## config.mk

```make
export PLATFORM = sky130hd
export DESIGN_NAME = pci_bus_arbiter
export DESIGN_NICKNAME = d
export VERILOG_FILES = /design/src/rtl/pci_bus_arbiter.sv
export SDC_FILE = /design/constraint.sdc
export NUM_CORES = 1
export LEC_CHECK = 0
export BUFFER_PORTS_ARGS = -buffer_cell sky130_fd_sc_hd__buf_4
export CORE_MARGIN = 2
export CORE_UTILIZATION = 26
export CTS_BUF_LIST = sky130_fd_sc_hd__clkbuf_8
export CTS_CLUSTER_SIZE = 20
export DETAILED_ROUTE_END_ITERATION = 16
export PLACE_DENSITY_LB_ADDON = 0.08
export SLEW_MARGIN = 20
export SYNTH_ARGS = -nofsm -noshare
export SYNTH_HDL_FRONTEND = slang
export SYNTH_SLANG_ARGS = --single-unit
```

## constraint.sdc

```tcl
create_clock -name clk -period 6.1 [get_ports clk]
set_input_delay 0.61 -clock clk [delete_from_list [all_inputs] [get_ports clk]]
set_output_delay 0.61 -clock clk [all_outputs]
set_load 0.01 [all_outputs]
```

## src/rtl/pci_bus_arbiter.sv

```systemverilog
// Central PCI arbiter: round-robin REQ/GNT with unused-grant revoke.
// GNT, owner and bus-idle status are all registered.
module pci_bus_arbiter #(
   parameter int N_MASTERS   = 4,
   parameter int GNT_TIMEOUT = 16
) (
   input  logic                         clk,
   input  logic                         rst_n,
   input  logic [N_MASTERS-1:0]         REQ,
   input  logic                         GLOBAL_FRAME,
   input  logic                         GLOBAL_IRDY,
   output logic [N_MASTERS-1:0]         GNT,
   output logic [$clog2(N_MASTERS)-1:0] owner_id,
   output logic                         owner_valid,
   output logic                         bus_idle
);

   localparam int IDW = $clog2(N_MASTERS);
   localparam int CW  = $clog2(GNT_TIMEOUT + 1);
   localparam logic [CW-1:0] CNT_LAST = CW'(GNT_TIMEOUT - 1);

   typedef enum logic [1:0] {
      ARB_IDLE,
      GRANTED,
      BUSY,
      HANDOVER
   } state_t;

   state_t         state;
   logic [IDW-1:0] rr_last;
   logic [CW-1:0]  cnt;
   logic           idle;
   logic           pick_ok;
   logic [IDW-1:0] pick_idx;
   logic [IDW-1:0] cand;

   assign idle = GLOBAL_FRAME & GLOBAL_IRDY;

   // Walk offsets high to low so the nearest requester after rr_last wins.
   always_comb begin
      pick_ok  = 1'b0;
      pick_idx = '0;
      cand     = '0;
      for (int i = N_MASTERS - 1; i >= 0; i--) begin
         cand = IDW'((int'(rr_last) + 1 + i) % N_MASTERS);
         if (!REQ[cand]) begin
            pick_ok  = 1'b1;
            pick_idx = cand;
         end
      end
   end

   always_ff @(posedge clk) begin
      if (!rst_n) begin
         state       <= ARB_IDLE;
         GNT         <= '1;
         owner_id    <= '0;
         owner_valid <= 1'b0;
         bus_idle    <= 1'b1;
         rr_last     <= IDW'(N_MASTERS - 1);
         cnt         <= '0;
      end else begin
         bus_idle <= idle;
         unique case (state)
            ARB_IDLE: begin
               GNT <= '1;
               if (!GLOBAL_FRAME) begin
                  owner_valid <= 1'b1;
                  state       <= BUSY;
               end else if (pick_ok) begin
                  GNT[pick_idx] <= 1'b0;
                  owner_id      <= pick_idx;
                  rr_last       <= pick_idx;
                  owner_valid   <= 1'b1;
                  cnt           <= '0;
                  state         <= GRANTED;
               end
            end
            GRANTED: begin
               if (!GLOBAL_FRAME) begin
                  GNT   <= '1;
                  state <= BUSY;
               end else if (REQ[owner_id]) begin
                  GNT         <= '1;
                  owner_valid <= 1'b0;
                  state       <= ARB_IDLE;
               end else if (cnt == CNT_LAST) begin
                  GNT         <= '1;
                  owner_valid <= 1'b0;
                  state       <= HANDOVER;
               end else if (cnt != '1) begin
                  cnt <= cnt + CW'(1);
               end
            end
            BUSY: begin
               GNT         <= '1;
               owner_valid <= 1'b1;
               if (idle) begin
                  owner_valid <= 1'b0;
                  state       <= ARB_IDLE;
               end
            end
            HANDOVER: begin
               GNT   <= '1;
               state <= ARB_IDLE;
            end
            default: begin
               GNT   <= '1;
               state <= ARB_IDLE;
            end
         endcase
      end
   end

endmodule

```

# --- Yosys cells after proc, flatten, opt, wreduce, memory -nomap -nowiden ---
# Cells that the tools add are included.
totals:
  out_inout_bits: 8
  wordCells: 92
  input_bits: 8
  ff_bits: 17
op_classes:
  n_reduce_logical: 9
  add_sub_neg: 5
  n_lt_le_gt_ge: 7
  n_bitwise: 2
  mux: 47
  eq_ne: 15
ops:
  columns: ["cell", "n"]
  rows:
  - ["two-way mux 5 bit", 6]
  - ["two-way mux 2 bit", 10]
  - ["two-way mux 4 bit", 5]
  - ["< comparator 2 x 3 -> 1 bit, second input constant", 6]
  - ["two-way mux 1 bit", 16]
  - ["!= test 2 bit, second input constant", 7]
  - ["case mux 4 bit (3 select lines)", 1]
  - ["binary-select mux 1 bit (select 2 bit)", 5]
  - ["case mux 5 bit (2 select lines)", 1]
  - ["case mux 2 bit (4 select lines)", 1]
  - ["AND reduction 7 bit", 1]
  - ["!= test 3 bit, second input constant", 2]
  - ["AND reduction 3 bit", 2]
  - ["adder 5 x 1 -> 5 bit, second input constant", 1]
  - ["== test 5 x 4 -> 1 bit, second input constant", 1]
  - ["!= test 5 bit, second input constant", 1]
  - ["adder 2 x 1 -> 2 bit, second input constant", 2]
  - ["adder 2 bit, second input constant", 2]
  - ["== test 2 bit, second input constant", 2]
  - ["!= test 4 bit, second input constant", 1]
  - ["inverter 4 bit", 1]
  - ["AND reduction 4 bit", 1]
  - ["case mux 1 bit (3 select lines)", 1]
  - ["nonzero test 3 bit", 1]
  - ["8 further kinds", 8]

# --- Longest topological paths before layout ---
depth:
  ltp_word: 16
  depth_mapped: 7
  ltp_nobuf: 7

# --- Least setup slack after synthesis ---
# No wires, ideal clock.
synth_path:
  kind: "input to register"
  start: "input REQ[3]"
  end: "register cnt[3]"
  setup_slack_ns: 3.869
  path_stages: 4
  setup_ns: 0.074
  required_ns: 6.026
  t_arrival_ns: 2.157
  cell_sequence: "mux4_2 > or3_4 > or4_1 > a31oi_1"
synth_between:
  elab_chain_cells: 8
synth_rtl:
  columns: ["item", "line_no", "rtl"]
  rows:
  - ["start, declared", "9", "input logic [N_MASTERS-1:0] REQ,"]
  - ["binary-select mux 1 bit (select 2 bit)", "46", "if (!REQ[cand]) begin"]
  - ["two-way mux 1 bit (implied by the code)", "46", null]
  - ["two-way mux 1 bit (4 in a row)", "46", null]
  - ["!= test 2 bit (no source line)", null, null]
  - ["AND reduction 7 bit (no source line) *", null, null]
  - ["end signal, assigned", "92", "cnt <= cnt + CW'(1);"]
  - ["end, declared", "31", "logic [CW-1:0] cnt;"]
# Mark *: on every way between the ends. The rest lies on a longest branch, timed or not. The select of a mux whose other input is x is not followed.
# A chain may end at the register's enable or synchronous reset.

# --- Worst setup path in the final report ---
layout_path:
  start: "register cnt[0]"
  end: "register cnt[3]"
layout_between:
  elab_chain_cells: 6
layout_rtl:
  columns: ["item", "line_no", "rtl"]
  rows:
  - ["adder 5 x 1 -> 5 bit", "92", null]
  - ["two-way mux 5 bit", "91", "end else if (cnt != '1) begin"]
  - ["two-way mux 5 bit", "87", "end else if (cnt == CNT_LAST) begin"]
  - ["two-way mux 5 bit", "83", "end else if (REQ[owner_id]) begin"]
  - ["two-way mux 5 bit", "80", "if (!GLOBAL_FRAME) begin"]
  - ["case mux 5 bit (2 select lines)", "64", "unique case (state)"]
# Several ways; a longest one is shown, not always the timed one. The select of a mux whose other input is x is not followed.

==> results.py <==
metrics = {
    "status": {
        "status": "finished clean",
    },
    "detailed_routing": {
        "drt-total-wl_um": 2130,
        "vias": 833,
        "ant_nets": 0,
        "vias_per_cell": 5.11,
        "drtPass1Iterations": 4,
        "drt_iter0_markers": 27,
        "post_drt_wl_per_cell_um": 13.1,
        "drc_errors": 0,
    },
    "floorplanning": {
        "num_rows": 21,
        "start_util_pct": 26.8,
        "die_h_um": 62.4,
        "io_pins": 16,
        "die-area_sq_um": 3890,
        "die_w_um": 62.4,
        "core_sq_um": 3310,
    },
    "clocking": {
        "clock_latency_ns": 0.25,
        "clkTransAtPathRegs_ns": 0.07,
        "hold_buffers": 0,
        "numCtsBuffers": 3,
        "clockRootBuffer": "clkbuf_8",
        "cts_tree": "done",
        "htreeDepth": 1,
        "cts_sinks": 17,
        "cts_setup_buffers": 0,
        "clock_path_buffers": 2,
        "cts_resized": 0,
    },
    "power_and_ir_drop": {
        "pwr-share-seq_pct": 48.9,
        "power_density_nw_per_um2": 230,
        "ir_drop_v": 0.0000798,
        "p_int_mw": 0.181,
        "leakagePower_nw": 0.402,
        "swShare_pct": 27.8,
        "finalPower_mw": 0.251,
        "p_sw_mw": 0.0695,
        "combPwrFrac_pct": 16.8,
        "clkPwrFrac_pct": 34.3,
    },
    "global_routing": {
        "grt.total_usage_pct": 11.9,
        "grt_pass1_vias": 777,
        "antenna_found_initial": 0,
        "grt_first_pass_wirelength_um": 3660,
        "overflow": 0,
        "grt_max_degree": 14,
    },
    "timing": {
        "fin_worst_skew_ns": 0.00138,
        "fin_setup_tns_ns": 0,
        "worstMarginPinSlew_ns": 0.466,
        "fmax_mhz": 457,
        "max_slew_margin_pct": 68.9,
        "fin_crit_ns": 2.19,
        "finalSetupViolations": 0,
        "rsz0062_at_grt": "false",
        "maxSlewViolCount": 0,
        "fin_ws_ns": 3.91,
        "hold_viol": 0,
        "period_share_pct": 35.9,
    },
    "critical_path": {
        "arrival_ns": 2.37,
        "cp-start-kind": "register",
        "crit_chain": "ha_1, and3_1, ha_1, nand2b_1, or3_4, or4_1, a31oi_1",
        "r2r_end": "cnt[3]$_SDFFE_PN0P_",
        "max_stage_delay_ns": 0.51,
        "crit_slowest_cell": "or4_1",
        "ff2ff_path_depth": 7,
        "crit_family": "simple AND/OR/NAND/NOR gates",
        "path_class": "register to register",
        "worstPathRequired_ns": 6.28,
        "crit_top_cell": "ha_1",
        "worst_r2r_startpoint": "cnt[0]$_SDFFE_PN0P_",
        "crit_cells": 7,
        "critPathMaxFanout": 6,
        "r2r_slack_ns": 3.91,
        "crit_buf_inv": 0,
        "endpoint_kind": "register",
    },
    "placed_design": {
        "place.gp.congestion": 0.752,
        "place_ws_ns": 3.65,
        "port_buffers": 15,
        "placed_cell_area_sq_um": 1040,
        "place_hpwl_um": 1590,
    },
    "synth": {
        "ys_async_sr_fraction_pct": 0,
        "synth_fa_ha_area_share_pct": 4.24,
        "yosysTopAreaCell": "dfxtp_1",
        "synth_enable_flop_cells": 0,
        "yosys.area_share.simple_pct": 22.2,
        "synth_seq_cells": 17,
        "synth.area.mux_share_pct": 3.81,
        "ys_seq_area_share_pct": 38.4,
        "synth_warnings": 0,
        "ys_top_cells_by_area": "dfxtp_1 38%, nand2_1 4.7%, o21ai_0 4.5%",
        "post_synth_num_cell_types": 32,
        "synth_top_family_by_area": "compound AO/OA/AOI/OAI gates",
        "synth.top_cells.by_count": "17 x dfxtp_1, 11 x nand2_1, 8 x o21ai_0",
        "synth_area_sq_um": 886,
        "yosysMostFrequentCell": "dfxtp_1",
        "syn_nets": 113,
        "ys.flop_type": "dfxtp_1",
        "synth_cells": 102,
        "yosysTopAreaCellShare_pct": 38.4,
        "synth_xor_area_share_pct": 0,
        "synth-compound-area-share_pct": 27.5,
        "synth_area_per_cell_sq_um": 8.68,
    },
    "finish": {
        "final_nets": 129,
        "seq_area_sq_um": 340,
        "area_growth_pct": 22.7,
        "fin_area_sq_um": 1090,
        "fillers": 377,
        "final_util_pct": 32.8,
        "drive_gt1_share_pct": 21.4,
        "multiInputGateArea_sq_um": 512,
        "diodes": 0,
    },
    "min_path": {
        "min_path_type": "register to register",
        "hp-start": "GNT[1]$_SDFFE_PN1P_",
        "hold_depth": 1,
        "hold_end": "GNT[1]$_SDFFE_PN1P_",
    },
    "run": {
        "drv_cap": 0,
    },
}
logic make-up after synthesis:
logic type                 after synthesis
and+or+nand+nor                         37
adders and majority gates                3
muxes                                    2
AOI/OAI and AO/OA                       34
buffers and inverters                    9
DFF                                     17
flip-flops by register name, indices dropped and copies added, names as in the netlist:
| signal | count |
|---|---|
| state | 2 |
| GNT | 4 |
| bus_idle | 1 |
| owner_id | 2 |
| owner_valid | 1 |
| rr_last | 2 |
| cnt | 5 |
metal layers:
layer  wire, um  GRT usage (%)  vias up
li1           -              -      418
met1       1130           17.4      387
met2        861           16.7       23
met3         94           1.98        5
met4         44           5.83        0
met5          0              0        -
final cells by class:
| cell class | count | area share [%] |
|---|---|---|
| Timing Repair Buffer | 15 | 10.4 |
| Sequential cell | 17 | 31.3 |
| Multi-Input combinational cell | 76 | 47.1 |
| Tap cell | 46 | 5.29 |
| Clock inverter | 1 | 0.460 |
| Inverter | 5 | 1.73 |
| Clock buffer | 3 | 3.80 |
cell usage in the layout (no fill, tap or decap), types with 2 or more instances in the layout:
cell	n
and3_1	2
nand2_1	11
o211ai_1	2
o221ai_1	2
ha_1	3
clkbuf_8	3
o21ai_0	8
nand4_1	2
a21oi_1	5
inv_1	5
or4_1	2
o2111ai_1	2
nand2b_1	4
or3_1	2
nor3_1	2
dfxtp_1	17
a31oi_1	4
o21bai_1	2
nand3_1	4
o32a_1	4
nor2_1	4
buf_4	15
per-stage QoR:
step | hold slack [ns] | instances
after floorplan | 0.463 | 102
after global placement | 0.462 | 159
after detailed placement | 0.469 | 159
after CTS | 0.487 | 163
after global routing | 0.503 | 163
final | 0.481 | 163
worst max path at each step:
stage | startpoint | endpoint | slack [ns]
final | cnt[0]$_SDFFE_PN0P_ | cnt[3]$_SDFFE_PN0P_ | 3.91
after global routing | cnt[0]$_SDFFE_PN0P_ | cnt[3]$_SDFFE_PN0P_ | 3.78
after CTS | cnt[0]$_SDFFE_PN0P_ | cnt[3]$_SDFFE_PN0P_ | 3.90
after detailed placement | REQ[3] | cnt[3]$_SDFFE_PN0P_ | 3.65
after global placement | REQ[3] | cnt[3]$_SDFFE_PN0P_ | 3.67
after floorplan | REQ[3] | cnt[3]$_SDFFE_PN0P_ | 3.87
power by group through the flow:
stage,logic [mW],registers [mW],clock network (mW)
after floorplan,0.0252,0.124,0
after global placement,0.0424,0.125,0
after detailed placement,0.0418,0.125,0
after CTS,0.0421,0.122,0.0886
after global routing,0.0473,0.123,0.0940
final,0.0421,0.122,0.0859
No activity file was read; power rests on OpenSTA's default activity.
